`config.mk`:
```
export PLATFORM = sky130hd
export DESIGN_NAME = cp_s1_wr_sched
export DESIGN_NICKNAME = d
export VERILOG_FILES = /design/src/rtl/cp_s1_pkg.sv /design/src/rtl/cp_s1_rr_arb.sv /design/src/rtl/cp_s1_wr_sched.sv
export SDC_FILE = /design/constraint.sdc
export NUM_CORES = 1
export LEC_CHECK = 0
export ABC_CLOCK_PERIOD_IN_PS = 4200
export CORE_AREA = 4 4 215 217
export CTS_BUF_LIST = sky130_fd_sc_hd__clkbuf_8
export DETAILED_ROUTE_END_ITERATION = 7
export DIE_AREA = 0 0 219 221
export PLACE_DENSITY = 0.6
export SLEW_MARGIN = 20
export SYNTH_ARGS = -nofsm -noshare
export SYNTH_HDL_FRONTEND = slang
export SYNTH_SLANG_ARGS = --single-unit
```
`constraint.sdc`:
```
create_clock -name clk -period 4.2 [get_ports clk]
set_input_delay 0.84 -clock clk [delete_from_list [all_inputs] [get_ports clk]]
set_output_delay 0.84 -clock clk [all_outputs]
set_load 0.01 [all_outputs]
```
`src/rtl/cp_s1_pkg.sv`:
```
// rtl/cp_s1_pkg.sv - shared types and sizes for the S1 write scheduler
package cp_s1_pkg;

    typedef enum logic [1:0] {
        IDLE = 2'd0,
        XFER = 2'd1,
        DONE = 2'd2
    } sched_st_t;

    localparam int NUM_REQ  = 2;
    localparam int NUM_BANK = 2;

endpackage

```
`src/rtl/cp_s1_rr_arb.sv`:
```
// rtl/cp_s1_rr_arb.sv - two-way round-robin pick with pointer update on enable
module cp_s1_rr_arb
    import cp_s1_pkg::*;
(
    input  logic               clk,
    input  logic               rst,
    input  logic [NUM_REQ-1:0] req,
    input  logic               upd_en,
    input  logic               upd_last,
    output logic               winner
);

    logic ptr;

    // Pointer moves to the requester that was not just served
    always_ff @(posedge clk) begin
        if (rst) begin
            ptr <= 1'b0;
        end else if (upd_en) begin
            ptr <= ~upd_last;
        end
    end

    // Pointer requester wins when it is asking, otherwise the other one
    always_comb begin
        winner = req[ptr] ? ptr : ~ptr;
    end

endmodule

```
`src/rtl/cp_s1_wr_sched.sv`:
```
// rtl/cp_s1_wr_sched.sv - frame-granular ping-pong write scheduler for the S1 sample RAM
module cp_s1_wr_sched
    import cp_s1_pkg::*;
#(
    parameter int READ_RAM_WIDTH = 128,
    parameter int ADDR_WIDTH     = 32,
    parameter int DATA_NUM       = 1024,
    parameter int INIT_ADDR      = 0,
    parameter int ADD_ADDR       = 16,
    parameter int BANK_SIZE      = 16384
) (
    input  logic                      clk,
    input  logic                      rst,
    input  logic [READ_RAM_WIDTH-1:0] i_req_data [0:NUM_REQ-1],
    input  logic [NUM_REQ-1:0]        i_req_valid,
    input  logic [NUM_REQ-1:0]        i_req_last,
    output logic [NUM_REQ-1:0]        o_req_ready,
    output logic [READ_RAM_WIDTH-1:0] o_wr_data,
    output logic [ADDR_WIDTH-1:0]     o_wr_addr,
    output logic                      o_wr_en,
    output logic [READ_RAM_WIDTH-1:0] o_wr_wea,
    output logic                      o_frame_done,
    output logic                      o_frame_bank,
    output logic                      o_frame_src,
    output logic                      o_frame_err,
    input  logic [NUM_BANK-1:0]       i_bank_release,
    output logic [NUM_BANK-1:0]       o_bank_full
);

    localparam int                    CW       = $clog2(DATA_NUM) + 1;
    localparam logic [CW-1:0]         LAST_CNT = CW'(DATA_NUM);
    localparam logic [ADDR_WIDTH-1:0] BASE0    = ADDR_WIDTH'(INIT_ADDR);
    localparam logic [ADDR_WIDTH-1:0] BASE1    = BASE0 + ADDR_WIDTH'(BANK_SIZE);
    localparam logic [ADDR_WIDTH-1:0] STEP     = ADDR_WIDTH'(ADD_ADDR);

    sched_st_t             state;
    sched_st_t             state_nxt;
    logic                  grant;
    logic                  fill_bank;
    logic [NUM_BANK-1:0]   full;
    logic [CW-1:0]         beat_cnt;
    logic [CW-1:0]         cnt_inc;
    logic [ADDR_WIDTH-1:0] wr_off;
    logic [ADDR_WIDTH-1:0] bank_base;
    logic                  arb_win;
    logic                  accept;
    logic                  frame_end;
    logic                  frame_err;
    logic                  start;

    cp_s1_rr_arb u_arb (
        .clk      (clk),
        .rst      (rst),
        .req      (i_req_valid),
        .upd_en   (state == DONE),
        .upd_last (grant),
        .winner   (arb_win)
    );

    // Beat handshake and frame-end classification for the granted requester
    always_comb begin
        accept    = (state == XFER) && i_req_valid[grant];
        cnt_inc   = beat_cnt + 1'b1;
        frame_end = accept && (i_req_last[grant] || (cnt_inc == LAST_CNT));
        frame_err = !(i_req_last[grant] && (cnt_inc == LAST_CNT));
        bank_base = fill_bank ? BASE1 : BASE0;
        start     = (state == IDLE) && (state_nxt == XFER);
    end

    // State register
    always_ff @(posedge clk) begin
        if (rst) begin
            state <= IDLE;
        end else begin
            state <= state_nxt;
        end
    end

    // Next state and ready; a new frame only starts into an empty bank
    always_comb begin
        state_nxt   = state;
        o_req_ready = '0;
        case (state)
            IDLE: begin
                if ((|i_req_valid) && !full[fill_bank]) begin
                    state_nxt = XFER;
                end
            end
            XFER: begin
                o_req_ready[grant] = 1'b1;
                if (frame_end) begin
                    state_nxt = DONE;
                end
            end
            DONE: begin
                state_nxt = IDLE;
            end
            default: begin
                state_nxt = IDLE;
            end
        endcase
    end

    // Grant, beat counter and the registered RAM write port
    always_ff @(posedge clk) begin
        if (rst) begin
            grant        <= 1'b0;
            fill_bank    <= 1'b0;
            beat_cnt     <= '0;
            wr_off       <= '0;
            o_wr_en      <= 1'b0;
            o_wr_data    <= '0;
            o_wr_addr    <= BASE0;
            o_frame_done <= 1'b0;
            o_frame_bank <= 1'b0;
            o_frame_src  <= 1'b0;
            o_frame_err  <= 1'b0;
        end else begin
            o_wr_en      <= accept;
            o_frame_done <= frame_end;
            o_frame_bank <= frame_end & fill_bank;
            o_frame_src  <= frame_end & grant;
            o_frame_err  <= frame_end & frame_err;
            if (start) begin
                grant    <= arb_win;
                beat_cnt <= '0;
                wr_off   <= '0;
            end
            if (accept) begin
                o_wr_data <= i_req_data[grant];
                o_wr_addr <= bank_base + wr_off;
                wr_off    <= wr_off + STEP;
                beat_cnt  <= cnt_inc;
            end
            if (state == DONE) begin
                fill_bank <= ~fill_bank;
            end
        end
    end

    // Bank occupancy: filled on DONE, freed by the reader; filling wins a tie
    always_ff @(posedge clk) begin
        if (rst) begin
            full <= '0;
        end else begin
            for (int b = 0; b < NUM_BANK; b++) begin
                if ((state == DONE) && (fill_bank == 1'(b))) begin
                    full[b] <= 1'b1;
                end else if (i_bank_release[b]) begin
                    full[b] <= 1'b0;
                end
            end
        end
    end

    assign o_wr_wea    = {READ_RAM_WIDTH{o_wr_en}};
    assign o_bank_full = full;

endmodule
```
==> results.py <==
metrics = {
    "die": {
        "num_io_pins": 561,
        "dieArea_um2": 48400,
        "die_w_um": 219,
        "fp-row-count": 77,
        "fp.dieH_um": 221,
        "start_util_pct": 23.28,
        "core_area_um2": 44120,
    },
    "logic_synthesis": {
        "synth_most_common_cell": "dfxtp_1",
        "async_flop_share_pct": 0,
        "netlist_instances": 1159,
        "avgSynthCellArea_um2": 8.864,
        "synth_warnings": 0,
        "ys_seq_area_share_pct": 40.34,
        "ys_top_cells_by_area": "dfxtp_1 (40%), mux2i_1 (13%), a211oi_1 (10%)",
        "synth.distinct_cells": 55,
        "syn_area_um2": 10270,
        "synth_ff_type": "dfxtp_1",
        "synth_edf_count": 0,
        "synth-seq-cells": 207,
        "synthTopCellsByCount": "dfxtp_1 (207), nor2_1 (188), a211oi_1 (143), buf_4 (133), mux2i_1 (131)",
        "synth_top_cell_by_area": "dfxtp_1",
        "synth_top_area_share_pct": 40.34,
    },
    "worst_hold_path": {
        "hold_path_class": "flop to flop",
        "whs_path_depth": 2,
        "min_from": "o_wr_addr[14]",
        "hold_end": "o_wr_addr[14]",
    },
    "worst_setup_path": {
        "cp_slowest_cell": "clkdlybuf4s50_1",
        "required_ps": 3360,
        "critPathKind": "flop to output pin",
        "cp-start-kind": "flop",
        "worstPathCellList": "buf_16, clkdlybuf4s50_1",
        "reg2reg_setup_slack_ps": 1530,
        "cp.arrival_ps": 2160,
        "cp_slowest_stage_delay_ps": 620,
        "end_kind": "output pin",
        "worstReg2RegStart": "grant",
        "crit_fanout": 94,
        "timing.rr.end": "o_wr_data[97]",
        "rr_worst_depth": 6,
    },
    "cts": {
        "hold_buffers": 0,
        "ctsHtreeMaxLevel": 2,
        "ctsResizeCount": 0,
        "clk_latency_ps": 580,
        "cts-buffers-inserted": 40,
        "cts_tree": "yes",
        "clkSlewWorstSetupHoldPaths_ps": 60,
        "postCtsSetupBuffers": 0,
        "cts_sinks": 207,
        "clk_path_buf_depth": 3,
        "root_buffer": "clkbuf_8",
    },
    "power": {
        "vdd_drop_max_v": 0.0001999,
        "pwr_density_cell_nw_per_um2": 400.1,
        "power.total_mw": 6.473,
        "leakage_nw": 5.471,
    },
    "drt": {
        "via_count": 9504,
        "drtAntennaViolNets": 0,
        "first_pass_iters": 4,
        "drtIter0Drc": 512,
        "drcViolationCount": 0,
        "wl_mm": 34.98,
        "drt-vias-per-instance": 4.378,
        "wire_per_inst_um": 16.11,
    },
    "global_routing": {
        "grt_pass1_vias": 9006,
        "antenna_found_initial": 1,
        "grt_overflow": 0,
        "grt_max_degree": 130,
        "met2_usage_pct": 23.90,
        "met1_usage_pct": 13.87,
        "use_met3_pct": 5.542,
        "track_usage_pct": 13.23,
        "grt_busiest_layer": "met2",
        "grt_first_pass_wirelength_mm": 51.54,
    },
    "finish": {
        "drive_gt1_share_pct": 5.510,
        "fin_nets": 1823,
        "diodes": 0,
        "syn_to_final_growth_pct": 57.50,
    },
    "placed_design": {
        "gp_congestion": 0.7634,
        "port_buffers": 556,
        "hpwl_mm": 26.44,
    },
    "sta": {
        "final.setup.tns_ps": 0,
        "skew_ps": 24.24,
        "worstMarginPinSlew_ps": 985.2,
        "maxSlewViolCount": 0,
        "hold_viol_final": 0,
        "clock.fmax_mhz": 333.8,
        "post-route-min-period_ps": 2996,
        "finalCritPeriodShare_pct": 71.33,
        "maxSlewHeadroom_pct": 34.32,
        "setup_viol": 0,
        "grt_setup_unrepaired": "false",
    },
    "flow_run": {
        "drv_cap": 0,
    },
    "status": {
        "run_status": "finished clean",
    },
}
[flip-flops by register name, indices dropped and copies added (netlist names), 2 cells and up]
name and flops:
wr_off 28, beat_cnt 11, state 2, o_wr_data 128, o_wr_addr 28, o_bank_full 2
[worst max-delay path: cells and delay by family, from the launching register on]
family | cells | cell delay [ps]
buffers and inverters | 2 | 930
DFF | 1 | 560
[layer usage]
layer,wire length [um],part of all wire [%]
met5,0,0
met4,988,2.8
met3,3479,9.9
met2,17450,50
met1,13060,37
[kinds of logic (layout without fill, tap and decap cells)]
logic type | count (synthesis) | in the layout | synth area share [%]
AO/OA/AOI/OAI | 239 | 239 | 16.20
XOR/XNOR | 15 | 15 | 1.279
adder cells (fa/ha/maj) | 4 | 4 | 0.4872
buffers and inverters | 222 | 639 | 13.60
flip-flops | 207 | 207 | 40.34
multiplexers | 135 | 135 | 13.20
other | 1 | 4 | 0.03650
AND/OR/NAND/NOR | 336 | 336 | 14.86
[final cells by class]
type	count	area (um^2)
clock buffer	47	646.9
clock inverter	19	128.9
fill	4574	27940
inverter	4	15.01
multi-input combinational	733	4751
sequential	207	4151
tap	592	740.7
timing repair buffer	569	5747
[how the worst max path moves through the flow]
stage / startpoint / endpoint / slack, ps / cells past startpoint
3_3_place_gp: i_req_valid[1] / o_wr_data[82] / 1030 / 7
2_1_floorplan: o_wr_en / o_wr_wea[0] / 570 / 1
5_1_grt: o_wr_en / o_wr_wea[78] / 1050 / 2
6_report: o_wr_en / o_wr_wea[78] / 1200 / 2
4_1_cts: o_wr_en / o_wr_wea[78] / 810 / 1
3_5_place_dp: i_req_valid[1] / o_wr_data[77] / 970 / 7
[power breakdown]
group	switching, mW	internal, mW	total, mW
Sequential	0.155	2.21	2.36
Clock	0.891	1.08	1.97
Combinational	0.986	1.15	2.14
Total	2.03	4.44	6.47
[stage by stage]
| stage | util, % | instances | hold WS [ps] | cell area, um^2 | setup WS [ps] |
|---|---|---|---|---|---|
| after floorplan | - | 1162 | 464.7 | 10280 | 567.8 |
| after global placement | 34.85 | 2104 | 446.7 | 15380 | 1033 |
| after detailed placement | 34.85 | 2104 | 448.7 | 15380 | 972.1 |
| after CTS | 36.61 | 2170 | 462.5 | 16150 | 810.2 |
| after global routing | 36.67 | 2171 | 478.0 | 16180 | 1046 |
| final | 36.67 | 2171 | 457.5 | 16180 | 1204 |
[cells in the final DEF, fill, tap and decap left out, types with 16 or more instances in the layout]
cell type,count
clkbuf_8,47
nor2_1,187
or3_1,19
inv_1,16
mux2i_1,131
clkdlybuf4s50_1,555
o21ai_0,16
a211oi_1,143
nand2_1,53
nand3_1,16
a21oi_1,44
dfxtp_1,205
(Power assumes the default switching activity.)
